### config.mk
export PLATFORM = sky130hd
export DESIGN_NAME = mem_bus_if
export DESIGN_NICKNAME = d
export VERILOG_FILES = /design/src/rtl/cpu_pkg.sv /design/src/rtl/mem_bus_if.sv
export SDC_FILE = /design/constraint.sdc
export NUM_CORES = 1
export LEC_CHECK = 0
export CORE_ASPECT_RATIO = 1.2
export CORE_MARGIN = 4
export CORE_UTILIZATION = 40
export CTS_CLUSTER_SIZE = 16
export DETAILED_ROUTE_END_ITERATION = 16
export PLACE_DENSITY_LB_ADDON = 0.3
export SETUP_SLACK_MARGIN = 0.15
export SYNTH_ARGS = -nofsm -noshare
export SYNTH_HDL_FRONTEND = slang
export SYNTH_SLANG_ARGS = --single-unit
### constraint.sdc
create_clock -name clk -period 3.4 [get_ports clk]
set_clock_uncertainty 0.1 [all_clocks]
set_input_delay 0.85 -clock clk [delete_from_list [all_inputs] [get_ports clk]]
set_output_delay 0.85 -clock clk [all_outputs]
set_load 0.03 [all_outputs]
### src/rtl/cpu_pkg.sv
// Shared CPU definitions for the MEM-stage bus interface: state encoding,
// read/write and active-low strobe levels, and the default scratch-pad tag.
package cpu_pkg;

    typedef enum logic [1:0] {
        IDLE   = 2'd0,
        REQ    = 2'd1,
        ACCESS = 2'd2,
        STALL  = 2'd3
    } mem_bus_state_t;

    localparam logic READ     = 1'b1;
    localparam logic WRITE    = 1'b0;
    localparam logic ENABLE_  = 1'b0;
    localparam logic DISABLE_ = 1'b1;

    localparam int unsigned    CPU_SPM_TAG_W = 3;
    localparam logic [2:0]     CPU_SPM_TAG   = 3'b011;

endpackage

### src/rtl/mem_bus_if.sv
// MEM-stage bus interface: zero-wait scratch-pad path plus an arbitrated shared bus.
// Optional bus watchdog enabled by defining MEM_BUS_TIMEOUT_EN.
module mem_bus_if
    import cpu_pkg::*;
#(
    parameter int unsigned                ADDR_W      = 30,
    parameter int unsigned                DATA_W      = 32,
    parameter int unsigned                SPM_TAG_W   = CPU_SPM_TAG_W,
    parameter logic [SPM_TAG_W-1:0]       SPM_TAG     = CPU_SPM_TAG,
    parameter int unsigned                TIMEOUT_CYC = 255
) (
    input  logic              clk,
    input  logic              reset,
    input  logic              stall,
    input  logic              flush,
    output logic              busy,
    input  logic [ADDR_W-1:0] addr,
    input  logic              as_,
    input  logic              rw,
    input  logic [DATA_W-1:0] wr_data,
    output logic [DATA_W-1:0] rd_data,
    output logic [ADDR_W-1:0] spm_addr,
    output logic              spm_as_,
    output logic              spm_rw,
    output logic [DATA_W-1:0] spm_wr_data,
    input  logic [DATA_W-1:0] spm_rd_data,
    output logic              bus_req_,
    input  logic              bus_grant_,
    output logic [ADDR_W-1:0] bus_addr,
    output logic              bus_as_,
    output logic              bus_rw,
    output logic [DATA_W-1:0] bus_wr_data,
    input  logic              bus_rdy_,
    input  logic [DATA_W-1:0] bus_rd_data,
    output logic              bus_err
);

    // The watchdog counter is 8 bits wide, so the limit must fit in it.
    if (TIMEOUT_CYC < 1 || TIMEOUT_CYC > 255) begin : g_bad_timeout
        $error("mem_bus_if: TIMEOUT_CYC must be in 1..255");
    end

    mem_bus_state_t    state;
    mem_bus_state_t    state_next;
    logic [DATA_W-1:0] rd_buf;
    logic              spm_hit;
    logic              tmo_hit;

    assign spm_addr    = addr;
    assign spm_wr_data = wr_data;
    assign spm_hit     = (state == IDLE) && (as_ == ENABLE_) && !flush &&
                         (addr[ADDR_W-1 -: SPM_TAG_W] == SPM_TAG);
    assign spm_as_     = spm_hit ? ENABLE_ : DISABLE_;
    assign spm_rw      = spm_hit ? rw : READ;

`ifdef MEM_BUS_TIMEOUT_EN
    logic [7:0] tmo_cnt;

    // Counts slave wait cycles; held at zero outside ACCESS so every access starts fresh.
    always_ff @(posedge clk) begin
        if (reset || state != ACCESS) begin
            tmo_cnt <= '0;
        end else if (bus_rdy_ == DISABLE_) begin
            tmo_cnt <= tmo_cnt + 8'd1;
        end
    end

    assign tmo_hit = (state == ACCESS) && (bus_rdy_ == DISABLE_) &&
                     (tmo_cnt == 8'(TIMEOUT_CYC - 1));

    always_ff @(posedge clk) begin
        if (reset) begin
            bus_err <= 1'b0;
        end else begin
            bus_err <= tmo_hit;
        end
    end
`else
    assign tmo_hit = 1'b0;
    assign bus_err = 1'b0;
`endif

    always_comb begin
        state_next = state;
        busy       = 1'b0;
        rd_data    = '0;
        unique case (state)
            IDLE: begin
                if (spm_hit) begin
                    rd_data = spm_rd_data;
                end else if (as_ == ENABLE_ && !flush) begin
                    busy       = 1'b1;
                    state_next = REQ;
                end
            end
            REQ: begin
                busy = 1'b1;
                if (flush) begin
                    state_next = IDLE;
                end else if (bus_grant_ == ENABLE_) begin
                    state_next = ACCESS;
                end
            end
            ACCESS: begin
                // A ready in the timeout cycle takes priority over the watchdog.
                if (bus_rdy_ == ENABLE_) begin
                    rd_data    = bus_rd_data;
                    state_next = (stall && !flush) ? STALL : IDLE;
                end else if (tmo_hit) begin
                    state_next = IDLE;
                end else begin
                    busy = 1'b1;
                end
            end
            STALL: begin
                rd_data = rd_buf;
                if (!stall || flush) begin
                    state_next = IDLE;
                end
            end
            default: state_next = IDLE;
        endcase
    end

    always_ff @(posedge clk) begin
        if (reset) begin
            state       <= IDLE;
            rd_buf      <= '0;
            bus_req_    <= DISABLE_;
            bus_as_     <= DISABLE_;
            bus_rw      <= READ;
            bus_addr    <= '0;
            bus_wr_data <= '0;
        end else begin
            state   <= state_next;
            bus_as_ <= DISABLE_;
            unique case (state)
                IDLE: begin
                    if (!spm_hit && as_ == ENABLE_ && !flush) begin
                        bus_req_    <= ENABLE_;
                        bus_addr    <= addr;
                        bus_rw      <= rw;
                        bus_wr_data <= wr_data;
                    end
                end
                REQ: begin
                    if (flush) begin
                        bus_req_ <= DISABLE_;
                    end else if (bus_grant_ == ENABLE_) begin
                        bus_as_ <= ENABLE_;
                    end
                end
                ACCESS: begin
                    if (bus_rdy_ == ENABLE_) begin
                        rd_buf   <= bus_rd_data;
                        bus_req_ <= DISABLE_;
                    end else if (tmo_hit) begin
                        bus_req_ <= DISABLE_;
                    end
                end
                default: ;
            endcase
        end
    end

endmodule
* Word-level counts from Yosys, hierarchy flattened
Index checks and enable logic that the tools add are counted.
Widths: inputs -> output; s select.
** Storage, ports and cells
- Register bits :: 99
- Word-level logic and storage cells :: 61
- Output and inout port bits :: 163
** Operators by class
- Eq/ne operators :: 11
- Muxes and demuxes :: 22
- Reduce and logical (&&, ||, !) cells :: 18
- Bitwise logic cells :: 3
** Operator list (count)
- $pmux 32 s3 :: 1
- $mux 32 :: 2
- $mux 2 :: 7
- $mux 1 :: 9
- $ne 2x2->1 const B :: 4
- $pmux 2 s4 :: 1
- $logic_and 1x1->1 :: 7
- $pmux 1 s3 :: 2
- $reduce_and 5->1 :: 1
- $eq 2x2->1 const B :: 2
- $ne 2x1->1 const B :: 2
- $reduce_and 2->1 :: 2
- $reduce_and 4->1 :: 1
- $eq 3x2->1 const B :: 1
- $logic_not 1->1 :: 3
- $ne 3x3->1 const B :: 1
- $not 1->1 :: 3
- $reduce_bool 3->1 :: 1
- $reduce_or 3->1 :: 1
- $eq 2x1->1 const B :: 1
- $logic_not 2->1 :: 1
- $logic_or 1x1->1 :: 1

* Logic depth before layout (Yosys ltp)
- Depth after elaboration :: 9
- Mapped depth :: 7
- Depth with buffers taken out :: 6

* Worst setup path after synthesis
No wires, ideal clock.
- Path type :: input to output
- Start point :: input port flush
- End point :: output port rd_data[12]
- Stages :: 5
- Arrival :: 1899 ps
- Path slack :: 551 ps
- Cells stage by stage :: nand4bb_4 nor2_4 buf_6 a222oi_1 nor2_1
** On the way
- Longest elaborated chain between the ends :: 5
** Ends and longest elaborated chain
- from (decl) :: RTL line mem_bus_if.sv:15 : input logic flush,
- $logic_not 1->1 :: RTL line mem_bus_if.sv:51 : assign spm_hit = (state == IDLE) && (as_ == ENABLE_) && !flush &&
- $logic_and 1x1->1 (2 in a row) :: RTL line mem_bus_if.sv:51
- $mux 32 :: RTL line mem_bus_if.sv:89 : if (spm_hit) begin
- $pmux 32 s3 :: RTL line mem_bus_if.sv:87 : unique case (state)
- to (decl) :: RTL line mem_bus_if.sv:21 : output logic [DATA_W-1:0] rd_data,
Every way passes these cells.

* Worst setup path after layout
- Start point :: input port as_
- End point :: output port rd_data[20]
** On the way
- Longest elaborated chain between the ends :: 6
** Ends and longest elaborated chain
- from (decl) :: RTL line mem_bus_if.sv:18 : input logic as_,
- $not 1->1 :: RTL line mem_bus_if.sv:51
- $logic_and 1x1->1 (3 in a row) :: RTL line mem_bus_if.sv:51
- $mux 32 :: RTL line mem_bus_if.sv:89
- $pmux 32 s3 :: RTL line mem_bus_if.sv:87
Every way passes these cells.

==> out/results.ini <==
[run_status]
outcome=completed

[setup_path]
start_kind=input port
critical-path-slowest-cell=dlygate4sd2_1
required_ns=2.45
cp_max_fo=22
rrSetupSlack_ns=1.14
end_kind=output pin
worstPathCellList=dlygate4sd2_1 -> nand4bb_4 -> nor2_4 -> buf_12 -> a222oi_1 -> nor2_1 -> buf_4
arrival_ns=2.19
critPathBufInv=3
cp_top_family=buffers and inverters
max_stage_delay_ns=0.26
critPathKind=input port to output pin

[detailed_routing]
drc_errors=0
met2_length_um=7851
finalWirelength_um=15420
via_count=4830
via_per_inst=4.969
routedWlPerCell_um=15.86
drtAntennaViolNets=0
top_layer=met5
wl_met3_um=1597
first_pass_iters=5
drtIter0Drc=272
drt-met1-wl_um=5552

[synthesis]
synthCells=598
yosys_warnings=0
synth_top_area_share_pct=42.40
synth_most_common_cell=nand2_1
synth_edf_count=0
ys_ff_latch=99
synth_top_family_by_area=simple AND/OR/NAND/NOR gates
muxShareOfSynthArea_pct=0
synth_compound_gate_area_share_pct=19.14
ys.flop_type=dfxtp_1
synth_cell_type_count=34
yosys-top-cells-count=nand2_1, dfxtp_1, a21oi_1
synthAdderAreaFrac_pct=1.874
ys_seq_area_share_pct=42.40
syn_nets=739
yosys-top-cells-area=dfxtp_1, nand2_1, a21oi_1
syn_avg_cell_area_um2=7.817
netlist_area_um2=4674
async_reset_ff_share_pct=0
synth_top_area_cell=dfxtp_1
synth-xor-area-share_pct=0
synth_simple_gate_area_share_pct=20.48

[pwr]
p_switching_mw=0.8573
powerDensity_nw_per_um2=401.1
power.internal_mw=2.139
seqPwrFrac_pct=41.1
power.total_mw=2.996
p_comb_share_pct=24.8
ir_drop_v=0.0002193
switching_share_pct=28.61
pwr-share-clk_pct=34.1
p_leak_nw=2.737

[die]
core-area_um2=11510
die_area_um2=13490
die_x_um=106.7
num_rows=43
ioPinCount=297
fp.dieH_um=126.4
start_util_pct=40.60

[global_route]
grt_max_degree=98
antenna_found_initial=2
grt_pass1_wl_um=23330
grt_usage_pct=21.44
grt_pass1_vias=4668
grt-ovfl-total=0

[place]
dp_hpwl_um=11990
dp_slack_ns=-0.06376
place.gp.congestion=0.7771
port_buffers=295
place_inst=954

[finish]
drive_above_1_share_pct=9.091
final.fill_count=993
syn_to_final_growth_pct=59.77
final_nets=950
multi_input_area_um2=1964
final_cell_count_no_fill=972
layout.area.seq_um2=1984

[timing]
fmax_mhz=318.1
slew_viol_final=0
tightest_slew_ns=1.117
layout_setup_ws_ns=0.2565
fin_crit_sh_pct=92.46
rsz0062_at_grt=no
relSlewSlack_pct=25.54
layout_min_cycle_time_ns=3.144
finalSetupViolCount=0
hold_ws_ns=0.3532
finalHoldViolCount=0

[clock_network]
root_buffer=clkbuf_16
cts_buffers=9
clk_latency_ns=0.33
clock_sinks=99
cts_tree=done
htreeDepth=3
clockBufferDepth=2
postCtsHoldBufs=0
clk_pin_slew_ns=0.07

[worst_hold_path]
hold_class=flip-flop to flip-flop

[run]
cap_viol_max_count=0

## cell type report
| type | instances | share of cell area, % |
|---|---|---|
| antenna | 1 | 0.03351 |
| inverter | 6 | 0.3016 |
| clock inverter | 5 | 0.8042 |
| timing repair buffer | 307 | 40.11 |
| clock buffer | 11 | 3.250 |
| sequential | 99 | 26.57 |
| tap | 157 | 2.630 |
| multi-input combinational | 386 | 26.30 |
## power by group through the flow
stage          Sequential [mW]  Combinational [mW]  Clock (mW)
6_report                  1.23               0.742        1.02
5_1_grt                   1.24               0.786        1.08
4_1_cts                   1.23               0.748        1.04
3_5_place_dp              1.26               0.746           0
3_3_place_gp              1.26               0.735           0
2_1_floorplan             1.34               0.330           0
## logic make-up after synthesis
group,count (synthesis)
buffers and inverters,113
adders and majority gates,7
other,1
and+or+nand+nor,237
AOI/OAI and AO/OA,141
DFF,99
## cell usage in the layout (no fill, tap or decap), types with 3 or more instances in the layout
master,n
a21oi_1,97
a222oi_1,32
buf_12,3
buf_4,43
clkbuf_16,9
clkdlybuf4s50_1,253
dfxtp_1,97
dlygate4sd2_1,5
ha_1,5
inv_1,6
nand2_1,191
nor2_1,33
o21ai_0,3
## state kept, by name, summed over array words and instances, names as in the netlist
signal	count
bus_req_	1
bus_rw	1
bus_addr	30
bus_as_	1
rd_buf	32
bus_wr_data	32
state	2
## worst paths after layout
| path | from | endpoint | cells past startpoint |
|---|---|---|---|
| worst max-delay path | as_ | rd_data[20] | 7 |
| worst min register to register | bus_wr_data[28] | bus_wr_data[28] | 2 |
| worst max register to register | state[0] | bus_addr[6] | 5 |
| worst min-delay path | bus_wr_data[28] | bus_wr_data[28] | 2 |
## per-stage QoR
stage                     utilization (%)  TNS [ns]  cell area, um^2
after detailed placement            62.00   -0.1415             7138
after global routing                64.84         0             7466
after floorplan                         -         0             4674
after CTS                           64.76         0             7456
after global placement              62.00         0             7138
final                               64.87         0             7468
## tightest hold or removal path, cell delays in order (launching register included)
cell and delay (ns):
dfxtp_1 0.31, nand2_1 0.05, a21oi_1 0.05
## repair_timing
item | CTS | global route
gates resized for setup | 9 | 5
setup endpoints to repair | 33 | 28
pin swaps | 10 | 1
buffers inserted | 1 | 0
## per-layer routing
metal  GRT usage (%)  vias to the layer above
li1                -                     2383
met1           22.49                     2167
met2           38.70                      250
met3           7.226                       28
met4           9.255                        2
met5               0                        -
(Power assumes the default switching activity.)
